$ cat src/rtl/rom_loader.sv
`default_nettype none
// ============================================================================
// Module      : rom_loader
// Description : Writer side of the instruction RAM. Parses a program image
//               arriving as a UART byte stream and writes 16-bit
//               instructions from address 0 upward. Holds the CPU in reset
//               while a frame is being loaded and reports done/error status.
//
//               Frame: SYNC_BYTE, COUNT_HI, COUNT_LO, COUNT x {HI, LO}
//               [, CHECKSUM when ROM_LOADER_CHECKSUM_EN is defined]
//
// Optional    : ROM_LOADER_CHECKSUM_EN - adds a trailing 8-bit checksum byte
//               (mod-256 sum of COUNT_HI, COUNT_LO and all data bytes).
//
// Ports       : i_CLK        system clock
//               i_Reset      synchronous active-high reset
//               i_Byte       received byte from UART RX
//               i_Byte_Valid one-cycle strobe qualifying i_Byte
//               o_Wr_En      one-cycle RAM write strobe
//               o_Wr_Addr    RAM write address
//               o_Wr_Data    RAM write data
//               o_CPU_Reset  high while a frame is being loaded
//               o_Busy       high in any state other than IDLE/DONE
//               o_Done       sticky: last frame loaded successfully
//               o_Error      sticky: last frame aborted
//
// Revision    : 1.0 - initial release
// ============================================================================
module rom_loader #(
    parameter int         DEPTH          = 2**15,
    parameter int         WIDTH          = 16,      // must be 16 (2 bytes/word)
    parameter logic [7:0] SYNC_BYTE      = 8'hA5,
    parameter int         TIMEOUT_CYCLES = 1000000  // >= 1
) (
    input  logic                     i_CLK,
    input  logic                     i_Reset,
    input  logic [7:0]               i_Byte,
    input  logic                     i_Byte_Valid,
    output logic                     o_Wr_En,
    output logic [$clog2(DEPTH)-1:0] o_Wr_Addr,
    output logic [WIDTH-1:0]         o_Wr_Data,
    output logic                     o_CPU_Reset,
    output logic                     o_Busy,
    output logic                     o_Done,
    output logic                     o_Error
);

    localparam int c_ADDR_W = $clog2(DEPTH);
    localparam int c_TMR_W  = $clog2(TIMEOUT_CYCLES + 1);

    typedef enum logic [2:0] {
        S_IDLE    = 3'd0,
        S_LEN_HI  = 3'd1,
        S_LEN_LO  = 3'd2,
        S_DATA_HI = 3'd3,
        S_DATA_LO = 3'd4,
        S_DONE    = 3'd5
`ifdef ROM_LOADER_CHECKSUM_EN
        , S_CHK   = 3'd6
`endif
    } state_t;

    state_t               r_state;
    state_t               w_next;
    logic [15:0]          r_count;
    logic [c_ADDR_W:0]    r_addr;      // one extra bit so count == DEPTH never wraps
    logic [7:0]           r_hi;
    logic [c_TMR_W-1:0]   r_timer;
    logic                 r_wr_en;
    logic [c_ADDR_W-1:0]  r_wr_addr;
    logic [WIDTH-1:0]     r_wr_data;
    logic                 r_done;
    logic                 r_error;

    logic                 w_in_frame;
    logic                 w_timeout;
    logic                 w_start;
    logic                 w_write;
    logic                 w_finish;
    logic                 w_fail;
    logic [15:0]          w_len;
    logic [c_ADDR_W:0]    w_addr_inc;

`ifdef ROM_LOADER_CHECKSUM_EN
    logic [7:0]           r_sum;
    // All frame bytes except SYNC and the checksum byte itself feed the sum.
    wire                  w_sum_byte = i_Byte_Valid &&
                                       (r_state == S_LEN_HI  || r_state == S_LEN_LO ||
                                        r_state == S_DATA_HI || r_state == S_DATA_LO);
    localparam state_t    c_END_STATE = S_CHK;
`else
    localparam state_t    c_END_STATE = S_DONE;
`endif

    assign w_in_frame = (r_state != S_IDLE) && (r_state != S_DONE);
    assign w_len      = {r_count[15:8], i_Byte};
    assign w_addr_inc = r_addr + 1'b1;
    // Fires on the TIMEOUT_CYCLES-th consecutive idle clock inside a frame.
    assign w_timeout  = w_in_frame && !i_Byte_Valid &&
                        (r_timer == c_TMR_W'(TIMEOUT_CYCLES - 1));

    // ------------------------------------------------------------------------
    // Next-state / control decode
    // ------------------------------------------------------------------------
    always_comb begin
        w_next   = r_state;
        w_start  = 1'b0;
        w_write  = 1'b0;
        w_finish = 1'b0;
        w_fail   = 1'b0;
        case (r_state)
            S_IDLE, S_DONE: begin
                if (i_Byte_Valid && i_Byte == SYNC_BYTE) begin
                    w_next  = S_LEN_HI;
                    w_start = 1'b1;
                end
            end
            S_LEN_HI: if (i_Byte_Valid) w_next = S_LEN_LO;
            S_LEN_LO: begin
                if (i_Byte_Valid) begin
                    if (w_len == 16'd0) begin
                        w_next = c_END_STATE;
                    end else if ({16'd0, w_len} > 32'(DEPTH)) begin
                        w_next = S_IDLE;
                        w_fail = 1'b1;
                    end else begin
                        w_next = S_DATA_HI;
                    end
                end
            end
            S_DATA_HI: if (i_Byte_Valid) w_next = S_DATA_LO;
            S_DATA_LO: begin
                if (i_Byte_Valid) begin
                    w_write = 1'b1;
                    if (32'(w_addr_inc) == 32'(r_count)) w_next = c_END_STATE;
                    else                                 w_next = S_DATA_HI;
                end
            end
`ifdef ROM_LOADER_CHECKSUM_EN
            S_CHK: begin
                if (i_Byte_Valid) begin
                    if (i_Byte == r_sum) begin
                        w_next = S_DONE;
                    end else begin
                        w_next = S_IDLE;
                        w_fail = 1'b1;
                    end
                end
            end
`endif
            default: w_next = S_IDLE;
        endcase
        if (w_timeout) begin
            w_next = S_IDLE;
            w_fail = 1'b1;
        end
        if (w_next == S_DONE && r_state != S_DONE) w_finish = 1'b1;
    end

    // ------------------------------------------------------------------------
    // State register and datapath
    // ------------------------------------------------------------------------
    always_ff @(posedge i_CLK) begin
        if (i_Reset) begin
            r_state   <= S_IDLE;
            r_count   <= '0;
            r_addr    <= '0;
            r_hi      <= '0;
            r_timer   <= '0;
            r_wr_en   <= 1'b0;
            r_wr_addr <= '0;
            r_wr_data <= '0;
            r_done    <= 1'b0;
            r_error   <= 1'b0;
        end else begin
            r_state <= w_next;
            r_wr_en <= w_write;

            if (!w_in_frame || i_Byte_Valid) r_timer <= '0;
            else                             r_timer <= r_timer + 1'b1;

            if (i_Byte_Valid && r_state == S_LEN_HI)  r_count[15:8] <= i_Byte;
            if (i_Byte_Valid && r_state == S_LEN_LO)  r_count[7:0]  <= i_Byte;
            if (i_Byte_Valid && r_state == S_DATA_HI) r_hi          <= i_Byte;

            if (w_write) begin
                r_wr_addr <= r_addr[c_ADDR_W-1:0];
                r_wr_data <= {r_hi, i_Byte};
                r_addr    <= w_addr_inc;
            end

            if (w_start) begin
                r_addr  <= '0;
                r_done  <= 1'b0;
                r_error <= 1'b0;
            end
            if (w_finish) r_done  <= 1'b1;
            if (w_fail)   r_error <= 1'b1;
        end
    end

`ifdef ROM_LOADER_CHECKSUM_EN
    always_ff @(posedge i_CLK) begin
        if (i_Reset)         r_sum <= '0;
        else if (w_start)    r_sum <= '0;
        else if (w_sum_byte) r_sum <= r_sum + i_Byte;
    end
`endif

    assign o_Wr_En     = r_wr_en;
    assign o_Wr_Addr   = r_wr_addr;
    assign o_Wr_Data   = r_wr_data;
    assign o_Busy      = w_in_frame;
    assign o_CPU_Reset = w_in_frame;
    assign o_Done      = r_done;
    assign o_Error     = r_error;

endmodule
`default_nettype wire

$ cat config.mk
export PLATFORM = sky130hd
export DESIGN_NAME = rom_loader
export DESIGN_NICKNAME = d
export VERILOG_FILES = /design/src/rtl/rom_loader.sv
export SDC_FILE = /design/constraint.sdc
export NUM_CORES = 1
export LEC_CHECK = 0
export BUFFER_PORTS_ARGS = -buffer_cell sky130_fd_sc_hd__buf_2
export CAP_MARGIN = 20
export CORE_AREA = 2 2 125 127
export DETAILED_ROUTE_END_ITERATION = 16
export DIE_AREA = 0 0 127 129
export GPL_TIMING_DRIVEN = 0
export PLACE_DENSITY = 0.57
export SYNTH_ARGS = -nofsm -noshare
export SYNTH_HDL_FRONTEND = slang
export SYNTH_SLANG_ARGS = --single-unit
$ cat constraint.sdc
create_clock -name i_CLK -period 5.7 [get_ports i_CLK]
set_clock_uncertainty 0.15 [all_clocks]
set_input_delay 0.285 -clock i_CLK [delete_from_list [all_inputs] [get_ports i_CLK]]
set_output_delay 0.285 -clock i_CLK [all_outputs]
set_load 0.005 [all_outputs]
==> results.txt, run 1 <==
- Across all hold checks on the routed design, the worst slack comes to 71.5 ps.
- Post-detailed-route via-to-cell ratio: 4.93
- Setup TNS: 0 ps
* Cell with the largest stage delay on the worst path: or4_1
- CTS tree: done
* Post-route antenna net violation count: 0
* Post-synthesis cell type count: 48
* Placer's final routability congestion estimate: 0.913
* Number of max-cap violations: 0
- Number of sinks on the clock net: 97
- Power spread over the standard cell area amounts to 259 mW/mm2.
* Largest area contributor in the netlist: dfxtp_1
- Counting flops with a built-in enable in the synthesized netlist gives 0.
- The core region is 0.0150 mm2.
* Share of the synthesized area in the top cell type: 43.9%
- Netlist area before placement: 0.00442 mm2
- From bottom edge to top edge, the die measures 129 um.
- Setup repair after global routing left no endpoint under its margin.
- Static timing analysis puts the maximum clock frequency at 365 MHz.
- Top cells by area, synth: dfxtp_1, nand2_1, a21oi_1, xnor2_1, xor2_1
* Yosys warning count: 0
* Remaining max-slew budget at the tightest pin: 50.7%
- After synthesis the netlist holds a flip-flop and latch count of 97.
- Traced cell by cell, the critical path runs through ha_1 -> nand3_1 -> or4_1 -> a22o_1 -> a211oi_2 -> o2111ai_2 -> o21a_1.
- Area growth syn-to-layout: 17.4%
- Critical path required time: 5790 ps
- For this design the static power due to leakage is 1.84 nW.
- Total setup violations reported at the end of the flow: 0
- IR analysis of the VDD net gives a maximum drop of 151 uV.
- Global route overflow: 0
- Estimated wirelength of the detail-placed design: 8.13 mm
* Kind of launch point of the worst setup path: flip-flop
- Counting instances, the worst hold path has a depth of 3.
- Post-cts resize count: 0
* Slew of the pin with the lowest slew margin: 735 ps
- The die is 127 um wide.
* Delay-heaviest family, CP: compound AO/OA/AOI/OAI gates
- Register area share after synthesis: 43.9%
* Critical path type: flip-flop to flip-flop
* Crit path largest cell delay: 550 ps
* Worst min-delay path category: input pin to flip-flop
- The average instance in the mapped netlist occupies 7.84 um2.
- Counting buffers and inverters, the worst setup path is 7 cells deep.
- In the final layout, the share of cells above drive strength 1 is 12.6%.
- The most common cell in the synthesized netlist is nand2_1.
- Antenna violations before repair: 0
- Clock tree buffer depth: 2
* Total wire length: 11.2 mm
- Antenna diode count: 0
- Number of buffers and inverters on the critical path: 0
* Initial standard-cell utilization of the core: 29.5%
* Ranking of synthesized cells by instance count: nand2_1, dfxtp_1, a21oi_1
* Synthesized Nets: 577
* Master cell of the clock root buffer: clkbuf_16
- In the routed design, unresolved DRC markers number 0.
- In this run, CTS created clock tree buffers numbering 9.
- R2R cell count: 7
- Count of routing violations after the opening detailed-route iteration: 202
* Post-detailed-route wirelength per cell: 13.7 um
- # rows: 45
- After layout, the worst setup slack is 2960 ps.
* Total global routing track utilization: 14.0%
* Die outline area: 0.0164 mm2
- Share of async-settable or async-resettable flops after synthesis: 0%
- Vias in the first global route: 3701
- The number of hold-slack violations in the final timing report is 0.
- Arrival time of the worst setup path: 2830 ps
- Critical Path End Type: flip-flop
- Post-CTS setup buffer count: 0
* Level count of the clock H-tree: 3
- Design Power: 1.34 mW
- I/O pin count: 47
- Hold-fix buffers at CTS: 0
* Number of detailed-routing iterations run before antenna repair: 4
- In the synthesized netlist, the number of instances is 564.
- Clock-pin transition on the worst setup and hold timing paths: 70 ps
* Setup WS pre-CTS: 3030 ps
- Counting I/O delays and the setup requirement, the final critical path takes 2740 ps.
- Number of slew-limit violations in the final report: 0
- The first global-routing pass estimated 18.4 mm of wire.
- Final nets: 634
* Clock network latency to the later pin of the worst-skew pair: 350 ps
* Maximum number of pins on one net before global-route repair: 17
- Along the worst path, the maximum fanout reaches 9.
- Via count: 4010
- Leading register cell type out of synthesis: dfxtp_1
* Fraction of the cycle the final worst path needs: 48.0%
* Port Buf Inserts: 46
- Status: completed
-- worst reg2reg max path, cell delays in order (launching register included) --
cell and delay (ps):
dfxtp_1 450, ha_1 270, nand3_1 280, or4_1 550, a22o_1 230, a211oi_2 230, o2111ai_2 230, o21a_1 240
-- cell usage in the layout (no fill, tap or decap), types with 3 or more instances in the layout --
master     netlist  layout
a21oi_1         71      71
a31oi_1          3       3
and2_1           4       4
and3_1           8       8
and4_1           6       6
buf_1            3       3
buf_2            9      55
clkbuf_1        23      23
clkbuf_16        0       9
dfxtp_1         97      97
inv_1           13      13
nand2_1        134     134
nand2b_1         4       4
nand3_1         15      15
nand4_1          8       8
nor2_1          40      40
nor2b_1          3       3
nor3_1           8       8
nor3b_1          4       4
nor4_1           9       9
o21a_1           3       3
o21ai_0         12      12
or3_1           11      11
xnor2_1         27      27
xor2_1          20      20
-- metrics by stage --
stage | instances | util (%) | area, um2
floorplan | 564 | - | 4420
global route | 814 | 34.6 | 5190
CTS | 814 | 34.6 | 5190
detailed placement | 798 | 32.6 | 4880
global placement | 798 | 32.6 | 4880
finish | 814 | 34.6 | 5190
-- cells by family (layout without fill, tap and decap cells) --
group                      count (synthesis)  in the layout  share of synthesized area [%]
AOI/OAI and AO/OA                        108            108                           14.2
xor gates and xnor gates                  47             47                           9.31
adders and majority gates                  2              2                          0.566
buffers and inverters                     50            112                           4.59
DFF                                       97             97                           43.9
and+or+nand+nor                          260            260                           27.3
-- power by group --
group	switching, mW	total, mW	internal (mW)
registers	0.00308	0.683	0.680
logic	0.0302	0.0442	0.0140
clock network	0.263	0.615	0.353
total	0.296	1.34	1.05
-- layout make-up --
cell class | count | area (um2)
Clock inverter | 6 | 65.1
Timing Repair Buffer | 46 | 230
Buffer | 36 | 150
Fill cell | 1626 | 9790
Inverter | 14 | 52.6
Multi-Input combinational cell | 417 | 2270
Clock buffer | 10 | 239
Tap cell | 188 | 235
Sequential cell | 97 | 1940
-- path summary, 6_finish.rpt --
kind | from | endpoint | slack, ps
max | r_addr[0] | r_state[1] | 2960
max reg2reg | r_addr[0] | r_state[1] | 2960
min reg2reg | o_Wr_Data[10] | o_Wr_Data[10] | 300
min | i_Byte[3] | o_Wr_Data[3] | 70
-- flip-flops by register name, summed over array words and instances, names as in the netlist --
name / count
o_Wr_Data: 16
r_state: 3
o_Done: 1
o_Wr_En: 1
r_hi: 8
r_timer: 20
r_count: 16
r_addr: 16
o_Wr_Addr: 15
o_Error: 1
-- metal layers --
layer  wire, um  global-route usage [%]
met3        531                    3.16
met2       4920                    21.6
met1       5510                    19.2
met5          0                       0
met4        187                    5.30
Power figures use the tool's default switching activity.
==> run 2: changes to the inputs <==
==> constraint.sdc (replaced) <==
create_clock -name i_CLK -period 2.62 [get_ports i_CLK]
set_clock_uncertainty 0.15 [all_clocks]
set_input_delay 0.131 -clock i_CLK [delete_from_list [all_inputs] [get_ports i_CLK]]
set_output_delay 0.131 -clock i_CLK [all_outputs]
set_load 0.005 [all_outputs]
==> run 2 against run 1 <==
Compared with the run above:
- non-clock buffer count up 11
- via count up 0.42%
- die area unchanged
- global-route usage up 0.13 points
- design area up 2.4%
- sequential power up 120%
- sequential share of layout area down 0.85 points
- first-iteration DRC count up 9.9%
- setup slack worse by 2900 ps
- clock power up 120%
- combinational power up 140%
- largest cell class unchanged
==> results.txt, run 2 (same netlist as run 1, synthesis figures left out) <==
- Area growth syn-to-layout: 20.2%
* Critical path type: flip-flop to flip-flop
- Remaining max-slew budget at the tightest pin: 58.9% (+8.2 points)
- The total iterations of the first detailed-routing run was 5 (+1).
- Global route overflow: 0 (unchanged)
- Placed Area: 0.00488 mm2 (unchanged)
- The minimum clock period was 2550 ps (-185 ps).
- Post-detailed-route wirelength per cell: 13.7 um (about the same)
- Slew of the pin with the lowest slew margin: 615 ps (-120 ps)
* Post-detailed-route via-to-cell ratio: 4.88 (-0.92%)
- The final setup violation count came to 0 (unchanged).
* Final-layout worst hold slack: 185 ps (+113 ps)
- The critical path data required time is 2710 ps (-3080 ps).
- The worst reg2reg path depth was 7 (unchanged).
- Vias in the first global route: 3735 (+0.92%)
- Width of the chip: 127 um (unchanged)
- Maximum number of pins on one net before global-route repair: 17 (unchanged)
* Total wire length: 11.3 mm (+1.4%)
- The sequential cell area in the final layout was 0.00194 mm2 (about the same).
- Total global routing track utilization: 14.1% (+0.13 points)
* Setup TNS: 0 ps (unchanged)
* Design Power: 2.94 mW (+120%)
- The post-DP HPWL was 8.13 mm (unchanged).
* Antenna diode count: 0 (unchanged)
* # rows: 45 (unchanged)
- The power density normalized to cell area is 553 mW/mm2 (+110%).
- Clock network latency to the later pin of the worst-skew pair: 350 ps (about the same)
- Post-route antenna net violation count: 0 (unchanged)
* Flip-flop count of the largest register after layout: 20 (unchanged)
- The number of hold-slack violations in the final timing report came to 0 (unchanged).
- Level count of the clock H-tree: 3 (unchanged)
- The count of input and output buffers was 46 (unchanged).
- The DRC violation count after routing is 0 (unchanged).
- RSZ-0062 raised after global routing: yes
- Via count: 4027 (+0.42%)
* Hold Path Cell Cnt: 4 (+1)
* Leading cell types in the layout, fill and taps excluded: nand2_1, dfxtp_1, a21oi_1, buf_2, nor2_1
- The buffer depth of the longest clock path was 2 (unchanged).
- Number of clock buffers inserted by TritonCTS: 9 (unchanged)
- Die outline area: 0.0164 mm2 (unchanged)
- Critical Path End Type: flip-flop
- Finished Layout Cells: 825 (+1.4%)
- Die Ht: 129 um (unchanged)
* Worst reg2reg endpoint: r_state[1]
- The share of the clock period used by the worst path was 97.4% (+49 points).
- STA classifies the critical path startpoint as a flip-flop.
- The number of nets in the layout is 645 (+1.7%).
- TritonCTS built the clock tree.
* Fraction of final layout cells sized beyond drive strength 1: 13.3% (+0.72 points)
- The clock edge transition at the registers on the reported setup and hold paths is 70 ps (about the same).
- Status: completed
* Antenna violations before repair: 0 (unchanged)
* Number of max-cap violations: 0 (unchanged)
- The worst register-to-register path begins at r_addr[9].
- Register-to-register setup slack: 70 ps (-2900 ps)
- The total core area came to 0.0150 mm2 (unchanged).
* I/O pin count: 47 (unchanged)
* Wire length of the first global-routing pass: 18.5 mm (+0.94%)
- Number of slew-limit violations in the final report: 0 (unchanged)
* Area taken by multi-input logic gates: 0.00229 mm2 (+0.72%)
- The number of filler instances in the final layout came to 1620 (-0.37%).
* Max VDD drop: 329 uV (+120%)
- The initial DRC count was 222 (+9.9%).
- The tree is rooted in a clkbuf_16.
* Worst min-delay path category: input pin to flip-flop
- Register with the highest flop count: r_timer
* Highest clock rate: 392 MHz (+7.2%)
* Worst Hold Path EP: r_state[0]
- Placer's final routability congestion estimate: 0.913 (unchanged)
* Number of placed instances, taps included: 798 (unchanged)
- The clock sink count was 97 (unchanged).
- The startpoint identified for the worst hold timing path is i_Byte_Valid.
- Post-layout instance area: 0.00531 mm2 (+2.4%)
- The starting density of the core is 29.5% (unchanged).
- The highest net fanout along the worst path was 8 (-1).
* Most frequent standard cell in the layout excluding fill and tap cells: nand2_1
- The leakage component of the power was 1.89 nW (+2.7%).
- Arrival time of the worst setup path: 2640 ps (-190 ps)
==> run 2: worst max-delay path by stage <==
stage / start / end / depth (start not counted)
global route: r_addr[9] / r_state[1] / 7
global placement: r_addr[0] / r_state[1] / 7
finish: r_addr[9] / r_state[1] / 7
CTS: i_Byte[1] / r_addr[13] / 7
detailed placement: r_addr[0] / r_state[1] / 7
floorplan: r_addr[0] / r_state[1] / 7
==> run 2: through the flow <==
| stage | worst slack [ps] | util [%] |
|---|---|---|
| final | 68.9 | 35.5 |
| after CTS | 20.8 | 35.3 |
| after detailed placement | -47.8 | 32.6 |
| after global routing | -35.8 | 35.5 |
| after floorplan | 296 | - |
| after global placement | 5.64 | 32.6 |
==> run 2: power by group <==
| part | leakage [nW] | internal, mW | switching (mW) |
|---|---|---|---|
| sequential | 0.782 | 1.48 | 0.00677 |
| combinational | 0.959 | 0.0395 | 0.0682 |
| clock | 0.149 | 0.768 | 0.576 |
| total | 1.89 | 2.29 | 0.651 |
==> run 2: area by class of cell <==
type                       count  share of cell area (%)
tap                          188                    4.43
buffer                        36                    2.85
inverter                      14                   0.989
clock buffer                  10                    4.50
sequential                    97                    36.6
multi-input combinational    417                    43.1
clock inverter                 6                    1.22
timing repair buffer          57                    6.31
==> run 2: worst max-delay path, stage by stage (launching register included) <==
cell and delay [ps]:
dfxtp_1 320, clkbuf_1 300, nand2_1 220, or4_1 530, a22o_1 230, a211oi_2 230, o2111ai_2 220, o21a_1 240
==> run 2: per-layer routing <==
metal | track usage (%) | up-vias | share of wire (%)
met1 | 19.3 | 1883 | 49
met5 | 0 | - | 0
met3 | 3.12 | 14 | 4.9
met4 | 5.30 | 0 | 1.7
li1 | - | 2045 | -
met2 | 22.0 | 85 | 45
==> run 2: what timing repair did <==
action,in CTS,in global routing
setup endpoints to repair,2,23
hold buffers,9,0
buffers inserted,0,2
resized for setup,1,5
pin swaps,0,1
hold endpoints to repair,33,0
